[src/rtl/conv_ctrl_gen_if.sv]
// Bundle of control, configuration and feature-data signals between a conv-layer
// sequencer (slave) and the logic that drives it (master).
interface conv_ctrl_gen_if #(
    parameter int DATA_WIDTH        = 8,
    parameter int INPUT_NUM_MEM     = 16,
    parameter int IFMAP_PAR         = 1,
    parameter int OUT_FEATURE_WIDTH = 10,
    parameter int NUM_ONEMULT       = 1
);
    localparam int MAX_GROUPS = INPUT_NUM_MEM / IFMAP_PAR;
    localparam int GRP_W      = (MAX_GROUPS > 1) ? $clog2(MAX_GROUPS) : 1;
    localparam int TOTAL      = OUT_FEATURE_WIDTH * OUT_FEATURE_WIDTH * NUM_ONEMULT;
    localparam int PIX_W      = $clog2(TOTAL + 1);

    logic                                start;
    logic                                abort;
    logic [GRP_W:0]                      cfg_num_groups;
    logic [DATA_WIDTH*INPUT_NUM_MEM-1:0] in_feature_q_a_all;
    logic [DATA_WIDTH*INPUT_NUM_MEM-1:0] in_feature_q_b_all;
    logic [DATA_WIDTH*IFMAP_PAR-1:0]     in_feature_q_a_mux_all;
    logic [DATA_WIDTH*IFMAP_PAR-1:0]     in_feature_q_b_mux_all;
    logic                                in_feature_rden;
    logic                                weight_rden;
    logic                                in_feature_wren;
    logic                                weight_wren;
    logic                                enable_addrger;
    logic                                enable_weightaddrger;
    logic                                enable_mult;
    logic                                clear_mult;
    logic                                accum_sload;
    logic                                out_valid;
    logic                                busy;
    logic                                done;
    logic [PIX_W-1:0]                    pix_count;

    modport master (
        output start, abort, cfg_num_groups, in_feature_q_a_all, in_feature_q_b_all,
        input  in_feature_q_a_mux_all, in_feature_q_b_mux_all, in_feature_rden, weight_rden,
               in_feature_wren, weight_wren, enable_addrger, enable_weightaddrger,
               enable_mult, clear_mult, accum_sload, out_valid, busy, done, pix_count
    );

    modport slave (
        input  start, abort, cfg_num_groups, in_feature_q_a_all, in_feature_q_b_all,
        output in_feature_q_a_mux_all, in_feature_q_b_mux_all, in_feature_rden, weight_rden,
               in_feature_wren, weight_wren, enable_addrger, enable_weightaddrger,
               enable_mult, clear_mult, accum_sload, out_valid, busy, done, pix_count
    );
endinterface

[src/rtl/conv_ctrl_gen.sv]
// Control sequencer for one convolution layer: walks cycle/group/pixel counters,
// drives memory and MAC enables, and muxes the active channel group into the MAC.
module conv_ctrl_gen #(
    parameter int DATA_WIDTH        = 8,
    parameter int INPUT_NUM_MEM     = 16,
    parameter int IFMAP_PAR         = 1,
    parameter int MAX_GROUPS        = INPUT_NUM_MEM / IFMAP_PAR,
    parameter int PIXEL_CYCLE_INTER = 25,
    parameter int OUT_FEATURE_WIDTH = 10,
    parameter int NUM_ONEMULT       = 1,
    parameter int RD_LAT            = 2,
    parameter int MAC_LAT           = 2
) (
    input logic            clock,
    input logic            reset,
    conv_ctrl_gen_if.slave bus
);
    localparam int GRP_W = (MAX_GROUPS > 1) ? $clog2(MAX_GROUPS) : 1;
    localparam int CYC_W = (PIXEL_CYCLE_INTER > 1) ? $clog2(PIXEL_CYCLE_INTER) : 1;
    localparam int TOTAL = OUT_FEATURE_WIDTH * OUT_FEATURE_WIDTH * NUM_ONEMULT;
    localparam int PIX_W = $clog2(TOTAL + 1);
    localparam int V_LAT = RD_LAT + MAC_LAT;
    localparam int DRN_W = (V_LAT > 1) ? $clog2(V_LAT) : 1;
    localparam int MEM_W = (INPUT_NUM_MEM > 1) ? $clog2(INPUT_NUM_MEM) : 1;

    localparam logic [1:0] S_IDLE  = 2'd0;
    localparam logic [1:0] S_RUN   = 2'd1;
    localparam logic [1:0] S_DRAIN = 2'd2;
    localparam logic [1:0] S_DONE  = 2'd3;

    localparam logic [CYC_W-1:0] CYC_LAST = CYC_W'(PIXEL_CYCLE_INTER - 1);
    localparam logic [PIX_W-1:0] PIX_LAST = PIX_W'(TOTAL - 1);
    localparam logic [DRN_W-1:0] DRN_LAST = DRN_W'(V_LAT - 1);
    localparam logic [GRP_W:0]   G_MAX    = (GRP_W + 1)'(MAX_GROUPS);

    logic [1:0]       state_reg;
    logic [CYC_W-1:0] cyc_reg;
    logic [GRP_W-1:0] grp_reg;
    logic [GRP_W-1:0] g_last_reg;
    logic [PIX_W-1:0] pix_reg;
    logic [DRN_W-1:0] drn_reg;

    logic [RD_LAT-1:0] sload_pipe_reg;
    logic [RD_LAT-1:0] run_pipe_reg;
    logic [GRP_W-1:0]  sel_pipe_reg [RD_LAT];
    logic [V_LAT-1:0]  valid_pipe_reg;

    logic             idle_st;
    logic             run_st;
    logic             drain_st;
    logic             abort_hit;
    logic             sload_raw;
    logic             last_raw;
    logic [GRP_W:0]   g_clamped;
    logic [GRP_W-1:0] sel;
    logic             run_d;

    assign idle_st   = (state_reg == S_IDLE);
    assign run_st    = (state_reg == S_RUN);
    assign drain_st  = (state_reg == S_DRAIN);
    assign abort_hit = bus.abort && !idle_st;
    assign sload_raw = run_st && (cyc_reg == '0) && (grp_reg == '0);
    assign last_raw  = run_st && (cyc_reg == CYC_LAST) && (grp_reg == g_last_reg);

    // Zero groups would never finish a pixel, so it runs as a single group.
    always_comb begin
        g_clamped = bus.cfg_num_groups;
        if (bus.cfg_num_groups == '0)
            g_clamped = (GRP_W + 1)'(1);
        else if (bus.cfg_num_groups > G_MAX)
            g_clamped = G_MAX;
    end

    always_ff @(posedge clock or negedge reset) begin
        if (!reset) begin
            state_reg  <= S_IDLE;
            cyc_reg    <= '0;
            grp_reg    <= '0;
            g_last_reg <= '0;
            pix_reg    <= '0;
            drn_reg    <= '0;
        end else if (abort_hit) begin
            state_reg <= S_IDLE;
            cyc_reg   <= '0;
            grp_reg   <= '0;
            drn_reg   <= '0;
        end else begin
            case (state_reg)
                S_IDLE: begin
                    if (bus.start) begin
                        state_reg  <= S_RUN;
                        g_last_reg <= GRP_W'(g_clamped - (GRP_W + 1)'(1));
                        cyc_reg    <= '0;
                        grp_reg    <= '0;
                        pix_reg    <= '0;
                    end
                end
                S_RUN: begin
                    if (cyc_reg == CYC_LAST) begin
                        cyc_reg <= '0;
                        if (grp_reg == g_last_reg) begin
                            grp_reg <= '0;
                            pix_reg <= pix_reg + 1'b1;
                            if (pix_reg == PIX_LAST) begin
                                state_reg <= S_DRAIN;
                                drn_reg   <= '0;
                            end
                        end else begin
                            grp_reg <= grp_reg + 1'b1;
                        end
                    end else begin
                        cyc_reg <= cyc_reg + 1'b1;
                    end
                end
                S_DRAIN: begin
                    if (drn_reg == DRN_LAST)
                        state_reg <= S_DONE;
                    else
                        drn_reg <= drn_reg + 1'b1;
                end
                default: state_reg <= S_IDLE;
            endcase
        end
    end

    // Delay lines align select/sload with memory read data and valid with MAC output.
    always_ff @(posedge clock or negedge reset) begin
        if (!reset) begin
            sload_pipe_reg <= '0;
            run_pipe_reg   <= '0;
            valid_pipe_reg <= '0;
            for (int i = 0; i < RD_LAT; i++) sel_pipe_reg[i] <= '0;
        end else if (abort_hit) begin
            sload_pipe_reg <= '0;
            run_pipe_reg   <= '0;
            valid_pipe_reg <= '0;
            for (int i = 0; i < RD_LAT; i++) sel_pipe_reg[i] <= '0;
        end else begin
            sload_pipe_reg[0] <= sload_raw;
            run_pipe_reg[0]   <= run_st;
            sel_pipe_reg[0]   <= grp_reg;
            valid_pipe_reg[0] <= last_raw;
            for (int i = 1; i < RD_LAT; i++) begin
                sload_pipe_reg[i] <= sload_pipe_reg[i-1];
                run_pipe_reg[i]   <= run_pipe_reg[i-1];
                sel_pipe_reg[i]   <= sel_pipe_reg[i-1];
            end
            for (int i = 1; i < V_LAT; i++) valid_pipe_reg[i] <= valid_pipe_reg[i-1];
        end
    end

    assign sel   = sel_pipe_reg[RD_LAT-1];
    assign run_d = run_pipe_reg[RD_LAT-1];

    logic [DATA_WIDTH-1:0] q_a_words [INPUT_NUM_MEM];
    logic [DATA_WIDTH-1:0] q_b_words [INPUT_NUM_MEM];

    genvar gi;
    generate
        for (gi = 0; gi < INPUT_NUM_MEM; gi++) begin : g_unpack
            assign q_a_words[gi] = bus.in_feature_q_a_all[gi*DATA_WIDTH +: DATA_WIDTH];
            assign q_b_words[gi] = bus.in_feature_q_b_all[gi*DATA_WIDTH +: DATA_WIDTH];
        end
        for (gi = 0; gi < IFMAP_PAR; gi++) begin : g_mux
            logic [MEM_W-1:0] idx;
            assign idx = MEM_W'(sel * IFMAP_PAR + gi);
            assign bus.in_feature_q_a_mux_all[gi*DATA_WIDTH +: DATA_WIDTH] = run_d ? q_a_words[idx] : '0;
            assign bus.in_feature_q_b_mux_all[gi*DATA_WIDTH +: DATA_WIDTH] = run_d ? q_b_words[idx] : '0;
        end
    endgenerate

    assign bus.in_feature_rden      = run_st;
    assign bus.weight_rden          = run_st;
    assign bus.enable_addrger       = run_st;
    assign bus.enable_weightaddrger = run_st;
    assign bus.enable_mult          = run_st || drain_st;
    assign bus.clear_mult           = idle_st && bus.start;
    assign bus.in_feature_wren      = 1'b0;
    assign bus.weight_wren          = 1'b0;
    assign bus.accum_sload          = sload_pipe_reg[RD_LAT-1];
    assign bus.out_valid            = valid_pipe_reg[V_LAT-1];
    assign bus.busy                 = !idle_st;
    assign bus.done                 = (state_reg == S_DONE);
    assign bus.pix_count            = pix_reg;
endmodule

[src/flat_wrapper.sv]
// flat-port wrapper written by rule: the top's interface ports become plain ports
module conv_ctrl_gen_flat 
#(
    parameter int DATA_WIDTH        = 8,
    parameter int INPUT_NUM_MEM     = 16,
    parameter int IFMAP_PAR         = 1,
    parameter int MAX_GROUPS        = INPUT_NUM_MEM / IFMAP_PAR,
    parameter int PIXEL_CYCLE_INTER = 25,
    parameter int OUT_FEATURE_WIDTH = 10,
    parameter int NUM_ONEMULT       = 1,
    parameter int RD_LAT            = 2,
    parameter int MAC_LAT           = 2
)
  (clock, reset, bus_start, bus_abort, bus_cfg_num_groups, bus_in_feature_q_a_all, bus_in_feature_q_b_all, bus_in_feature_q_a_mux_all, bus_in_feature_q_b_mux_all, bus_in_feature_rden, bus_weight_rden, bus_in_feature_wren, bus_weight_wren, bus_enable_addrger, bus_enable_weightaddrger, bus_enable_mult, bus_clear_mult, bus_accum_sload, bus_out_valid, bus_busy, bus_done, bus_pix_count);
  conv_ctrl_gen_if #(.DATA_WIDTH(DATA_WIDTH), .INPUT_NUM_MEM(INPUT_NUM_MEM), .IFMAP_PAR(IFMAP_PAR), .OUT_FEATURE_WIDTH(OUT_FEATURE_WIDTH), .NUM_ONEMULT(NUM_ONEMULT)) bus_i ();
  input logic clock;
  input logic reset;
  input wire logic [$bits(bus_i.start)-1:0] bus_start;
  input wire logic [$bits(bus_i.abort)-1:0] bus_abort;
  input wire logic [$bits(bus_i.cfg_num_groups)-1:0] bus_cfg_num_groups;
  input wire logic [$bits(bus_i.in_feature_q_a_all)-1:0] bus_in_feature_q_a_all;
  input wire logic [$bits(bus_i.in_feature_q_b_all)-1:0] bus_in_feature_q_b_all;
  output wire logic [$bits(bus_i.in_feature_q_a_mux_all)-1:0] bus_in_feature_q_a_mux_all;
  output wire logic [$bits(bus_i.in_feature_q_b_mux_all)-1:0] bus_in_feature_q_b_mux_all;
  output wire logic [$bits(bus_i.in_feature_rden)-1:0] bus_in_feature_rden;
  output wire logic [$bits(bus_i.weight_rden)-1:0] bus_weight_rden;
  output wire logic [$bits(bus_i.in_feature_wren)-1:0] bus_in_feature_wren;
  output wire logic [$bits(bus_i.weight_wren)-1:0] bus_weight_wren;
  output wire logic [$bits(bus_i.enable_addrger)-1:0] bus_enable_addrger;
  output wire logic [$bits(bus_i.enable_weightaddrger)-1:0] bus_enable_weightaddrger;
  output wire logic [$bits(bus_i.enable_mult)-1:0] bus_enable_mult;
  output wire logic [$bits(bus_i.clear_mult)-1:0] bus_clear_mult;
  output wire logic [$bits(bus_i.accum_sload)-1:0] bus_accum_sload;
  output wire logic [$bits(bus_i.out_valid)-1:0] bus_out_valid;
  output wire logic [$bits(bus_i.busy)-1:0] bus_busy;
  output wire logic [$bits(bus_i.done)-1:0] bus_done;
  output wire logic [$bits(bus_i.pix_count)-1:0] bus_pix_count;
  assign bus_i.start = bus_start;
  assign bus_i.abort = bus_abort;
  assign bus_i.cfg_num_groups = bus_cfg_num_groups;
  assign bus_i.in_feature_q_a_all = bus_in_feature_q_a_all;
  assign bus_i.in_feature_q_b_all = bus_in_feature_q_b_all;
  assign bus_in_feature_q_a_mux_all = bus_i.in_feature_q_a_mux_all;
  assign bus_in_feature_q_b_mux_all = bus_i.in_feature_q_b_mux_all;
  assign bus_in_feature_rden = bus_i.in_feature_rden;
  assign bus_weight_rden = bus_i.weight_rden;
  assign bus_in_feature_wren = bus_i.in_feature_wren;
  assign bus_weight_wren = bus_i.weight_wren;
  assign bus_enable_addrger = bus_i.enable_addrger;
  assign bus_enable_weightaddrger = bus_i.enable_weightaddrger;
  assign bus_enable_mult = bus_i.enable_mult;
  assign bus_clear_mult = bus_i.clear_mult;
  assign bus_accum_sload = bus_i.accum_sload;
  assign bus_out_valid = bus_i.out_valid;
  assign bus_busy = bus_i.busy;
  assign bus_done = bus_i.done;
  assign bus_pix_count = bus_i.pix_count;
  conv_ctrl_gen #(.DATA_WIDTH(DATA_WIDTH), .INPUT_NUM_MEM(INPUT_NUM_MEM), .IFMAP_PAR(IFMAP_PAR), .MAX_GROUPS(MAX_GROUPS), .PIXEL_CYCLE_INTER(PIXEL_CYCLE_INTER), .OUT_FEATURE_WIDTH(OUT_FEATURE_WIDTH), .NUM_ONEMULT(NUM_ONEMULT), .RD_LAT(RD_LAT), .MAC_LAT(MAC_LAT)) u_core (.clock(clock), .reset(reset), .bus(bus_i));
endmodule
[config.mk]
export PLATFORM = sky130hd
export DESIGN_NAME = conv_ctrl_gen_flat
export DESIGN_NICKNAME = d
export VERILOG_FILES = /design/src/rtl/conv_ctrl_gen_if.sv /design/src/rtl/conv_ctrl_gen.sv /design/src/flat_wrapper.sv
export SDC_FILE = /design/constraint.sdc
export NUM_CORES = 1
export LEC_CHECK = 0
export ABC_CLOCK_PERIOD_IN_PS = 3970
export BUFFER_PORTS_ARGS = -buffer_cell sky130_fd_sc_hd__buf_2
export CAP_MARGIN = 5
export CORE_MARGIN = 10
export CORE_UTILIZATION = 46
export CTS_CLUSTER_DIAMETER = 200
export CTS_CLUSTER_SIZE = 25
export DETAILED_ROUTE_END_ITERATION = 16
export GPL_ROUTABILITY_DRIVEN = 0
export PLACE_DENSITY = 0.89
export SLEW_MARGIN = 20
export SYNTH_ARGS = -nofsm -noshare
export SYNTH_HDL_FRONTEND = slang
export SYNTH_SLANG_ARGS = --single-unit
[constraint.sdc]
create_clock -name clock -period 3.97 [get_ports clock]
set_clock_uncertainty 0.2 [all_clocks]
set_input_delay 0.1985 -clock clock [delete_from_list [all_inputs] [get_ports clock]]
set_output_delay 0.1985 -clock clock [all_outputs]
set_load 0.01 [all_outputs]
; Word-level counts from Yosys, hierarchy flattened
; Index checks and enable logic that the tools add are counted.
[classes]
n_addsub = 5
order_cmp = 2
n_eq_ne = 16
muxes = 40
bitwise_logic = 2
n_reduce_logical = 21
[op_table]
columns = operator, n
row1 = binary-select mux 8 bit (select 4 bit), 2
row2 = two-way mux 8 bit, 7
row3 = two-way mux 4 bit, 7
row4 = two-way mux 2 bit, 13
row5 = two-way mux 7 bit, 3
row6 = "!= test 3 bit, second input constant", 6
row7 = two-way mux 5 bit, 3
row8 = AND reduction 5 bit, 3
row9 = case mux 7 bit (2 select lines), 1
row10 = logical NOT 5 bit, 2
row11 = case mux 5 bit (2 select lines), 1
row12 = case mux 4 bit (2 select lines), 1
row13 = "adder 7 x 1 -> 7 bit, second input constant", 1
row14 = "== test 7 bit, second input constant", 1
row15 = "== test 2 bit, second input constant", 3
row16 = logical AND 1 bit, 6
row17 = "!= test 2 bit, second input constant", 3
row18 = case mux 2 bit (3 select lines), 1
row19 = AND reduction 3 bit, 2
row20 = nonzero test 3 bit, 2
row21 = "adder 5 x 1 -> 5 bit, second input constant", 1
row22 = "== test 5 bit, second input constant", 1
row23 = "greater-or-equal comparator 5 bit, second input constant", 1
row24 = "greater-than comparator 5 bit, second input constant", 1
row25 = 14 further kinds, 14
[word_totals]
register_bits = 40
output_inout_bits = 35
wordCells = 97

; Longest topological paths before layout
[logic_depth]
ltp_word = 6
ltp_mapped = 9
mapped_depth_nobuf = 8

; Worst setup path before layout
; Ideal clock, no wire load.
[synth_timing]
path_type = flip-flop to flip-flop
from = reg u_core.state_reg[1]
to = reg u_core.state_reg[0]
t_arrival_ps = 1906
t_required_ps = 3645
slack_ps = 1739
stages_incl_launch_ff = 7
period_less_slack_ps = 2231
cell_sequence = dfrtp_1 > inv_1 > ha_1 > clkbuf_1 > nand2_1 > o21ai_0 > mux2_2
[synth_lines]
columns = item, line_no
row1 = start: declaration, conv_ctrl_gen.sv:36  ; logic [1:0] state_reg;
row2 = start signal: assignment, conv_ctrl_gen.sv:76  ; state_reg <= S_IDLE;
row3 = start signal: assignment, conv_ctrl_gen.sv:83  ; state_reg <= S_IDLE;
row4 = start signal: assignment, conv_ctrl_gen.sv:91  ; state_reg <= S_RUN;
row5 = == test 2 x 1 -> 1 bit *, --
row6 = named net bus_enable_addrger, flat_wrapper.sv:29  ; output wire logic [$bits(bus_i.enable_addrger)-1:0] bus_enable_addrger;
row7 = != test 3 bit (no line) / case mux 2 bit (3 select lines) (equally long branches), --
row8 = AND reduction 5 bit (no line) / two-way mux 2 bit (equally long branches), --
; The timed path passes the listed nets; every way through them passes the cells marked *.
; A chain may end at the register's enable or synchronous reset.

; Worst setup path in the final report
[layout_timing]
from = reg u_core.sel_pipe_reg, in the netlist u_core.sel[0]
to = out bus_in_feature_q_b_mux_all[0]
[layout_via]
elab_chain_cells = 5
[layout_lines]
columns = item, line_no
row1 = start: declaration, conv_ctrl_gen.sv:45  ; logic [GRP_W-1:0] sel_pipe_reg [RD_LAT];
row2 = start signal: indexed assignment, conv_ctrl_gen.sv:146  ; sel_pipe_reg[i] <= sel_pipe_reg[i-1];
row3 = inverter 4 -> 5 bit (implied by the code), conv_ctrl_gen.sv:168  ; assign bus.in_feature_q_b_mux_all[gi*DATA_WIDTH +: DATA_WIDTH] = run_d ? q_b_words[idx] : '0;
row4 = binary-select mux 8 bit (select 4 bit), conv_ctrl_gen.sv:168
row5 = two-way mux 8 bit (implied by the code) (2 in a row), conv_ctrl_gen.sv:168
row6 = two-way mux 8 bit, conv_ctrl_gen.sv:168
row7 = end: declaration, flat_wrapper.sv:24  ; output wire logic [$bits(bus_i.in_feature_q_b_mux_all)-1:0] bus_in_feature_q_b_mux_all;
; No other way between the ends. The select of a mux whose other input is x is not followed.

==> results.cfg <==
[cts]
clock-sinks = 40
cts_htree_levels = 2
postCtsResizedCells = 0
cts.root.buffer_cell = clkbuf_8
cts.hold.buffers_added = 2
cts_tree = done
worstSkewPairLatency_ps = 300
clockBufferDepth = 2
cts_made_buffers = 5
postCtsSetupRepairBufs = 0
cts.clk_slew.worst_paths_ps = 70

[final_layout]
drive_above_1_share = 0.532
filler_cell_count = 718
post-route-util = 0.662
layoutNonFillerInstCount = 808
largest_register_ffs = 7
synthToLayoutAreaGrowth_pct = 38.8
nets = 968

[logic_synthesis]
synth_async_sr_flop_share = 1.00
synth.largest_area_cell = dfrtp_1
synth_commonest_cells = mux4_2 (43), mux2i_1 (41), dfrtp_1 (40)
syn-cell-area_mm2 = 0.00422
synth_most_common_cell = mux4_2
synth-seq-cells = 40
count_of_flip_flops_with_a_built_in_enable_after_synthesis = 0
ys_top_cells_by_area = dfrtp_1 (24%), mux4_2 (23%), mux2i_1 (9.7%), nand2_1 (3.4%), ha_1 (3.3%)
post_synth_num_cell_types = 48
synthesis.instances = 414
synthDominantCellAreaShare = 0.237
ys_warn_count = 0
seq_area_frac_synth = 0.237
synthesis.area_per_instance_um2 = 10.2
synth_ff_type = dfrtp_1

[floorplanning]
floorplan.die.height_um = 116
die_area_mm2 = 0.0134
num_rows = 34
core_mm2 = 0.00885
die_width_um = 116
ios = 300
start_util = 0.477

[global_routing]
grt_usage = 0.276
grt_start_max_net_pins = 45
antenna_found_initial = 10
wire_length_of_the_first_global_routing_pass_um = 28500
grt_overflow = 0
vias_in_the_first_global_route = 4930

[placement]
dpl.hpwl_um = 16600
placed_cells_incl_taps = 791
port_buffers = 297

[route]
ant_nets = 0
dr.first_iter.drc_count = 750
avgViaCountPerCell = 6.04
detail_route.first_pass.iterations = 5
route.final.wire_length_um = 19600
routed_vias = 4884
drc_errors = 0
routed_wire_length_per_instance_um = 24.2

[power_and_ir_drop]
p_int_uw = 1040
vdd.ir_drop.worst_uv = 418
clockPowerShare = 0.191
sw_frac_of_total = 0.393
p_comb_frac = 0.507
power.net_switching_uw = 676
total_power_consumption_of_the_routed_design_uw = 1720
sequentialPowerShare = 0.301
pwr_density_cell_mw_per_mm2 = 293
total_leakage_power_uw = 0.00276

[sta]
post-route-period-util = 0.772
whs_ps = 6.46
fin_setup_tns_ps = 0
setup-violations-final = 0
worst-slew-pin-transition_ps = 874
finalCriticalPeriod_ps = 3060
fmax_mhz = 326
report.final.slew_viol_count = 0
slew_headroom = 0.417
hold_fails_final_rpt = 0
grt_setup_unrepaired = false

[worst_setup_path]
crit_path_max_incr_delay_ps = 730
cp.buffers_inverters = 2
path_class = register to primary output
r2r_slack_ps = 1230
worst_path_dominant_cell_family = flip-flops
crit_start = u_core.sel[0]
critical_path_peak_fanout = 24
crit_chain = buf_4, mux4_2, a22o_1, a221o_1, buf_2
critical_path.slowest_cell = dfrtp_4
sort_of_element_at_the_end_of_the_critical_path = primary output
critPathArrivalTime_ps = 2670
worstReg2RegStart = u_core.state_reg[1]
startpoint_type = register
critical_path_rt_ps = 3570

[flow_run]
drv_cap = 0

[status]
outcome = finished clean

[min_path]
worstHoldStart = bus_cfg_num_groups[0]
min-delay-path-class = primary input to register
==> worst paths after layout <==
kind	cells past startpoint	endpoint
hold / removal	4	u_core.g_last_reg[0]
setup / recovery	5	bus_in_feature_q_b_mux_all[0]
min in group asynchronous	2	u_core.state_reg[1]
hold reg to reg	1	u_core.sel[0]
max in group asynchronous	2	u_core.sel[0]
setup reg to reg	6	u_core.state_reg[0]
==> worst min-delay path: stages <==
cell      delay, ps
buf_2            80
o21bai_1         80
nand2_1          60
nand2_1          40
==> power groups by stage <==
stage	Sequential (uW)	Clock (uW)	Combinational (uW)
2_1_floorplan	518	0	533
3_3_place_gp	521	0	821
3_5_place_dp	525	0	860
4_1_cts	517	331	866
5_1_grt	525	354	958
6_report	518	328	872
==> logic make-up after synthesis <==
| group | synth area share |
|---|---|
| AND/OR/NAND/NOR | 0.157 |
| multiplexers | 0.353 |
| AO/OA/AOI/OAI | 0.151 |
| buffers and inverters | 0.0542 |
| flip-flops | 0.237 |
| adder cells (fa/ha/maj) | 0.0326 |
| XOR/XNOR | 0.0145 |
| other | 0.000888 |
==> metal layers <==
| layer | global-route usage | part of all wire |
|---|---|---|
| met1 | 0.330 | 0.37 |
| met5 | 0 | 0.0023 |
| met2 | 0.462 | 0.49 |
| met4 | 0.0917 | 0.023 |
| met3 | 0.0863 | 0.11 |
==> cell type report <==
cell class / count / area, um^2 / share of cell area
inverters: 11 / 41.3 / 0.00705
flip-flops and latches: 40 / 1010 / 0.172
repair buffers: 304 / 1560 / 0.266
clock buffers: 6 / 72.6 / 0.0124
diodes: 7 / 17.5 / 0.00299
multi-input cells: 330 / 3000 / 0.511
well taps: 108 / 135 / 0.0231
clock inverters: 2 / 35.0 / 0.00598
==> per-stage QoR <==
| stage | setup WS, ps | cell area (um^2) |
|---|---|---|
| floorplan | 1740 | 4230 |
| global route | 748 | 5860 |
| finish | 906 | 5860 |
| global placement | 1290 | 5710 |
| CTS | 901 | 5840 |
| detailed placement | 1220 | 5710 |
==> cell usage in the layout, fill, tap and decap left out, drive strengths merged, types with 2 or more instances in the layout <==
cell type / instances
buf: 302
mux4: 43
mux2i: 41
nand2: 40
dfrtp: 40
o21ai: 26
a21oi: 17
nor2: 14
and2: 13
nand3: 13
inv: 11
a22o: 11
ha: 11
mux2: 10
o211ai: 10
and3: 10
a22oi: 8
a221o: 8
diode: 7
nor2b: 6
clkbuf: 6
a32oi: 5
xnor2: 5
nand2b: 4
or3: 4
nor4: 4
nor4b: 4
nand4: 3
o31ai: 3
xor2: 2
conb: 2
dlygate4sd3: 2
(Power assumes the default switching activity.)
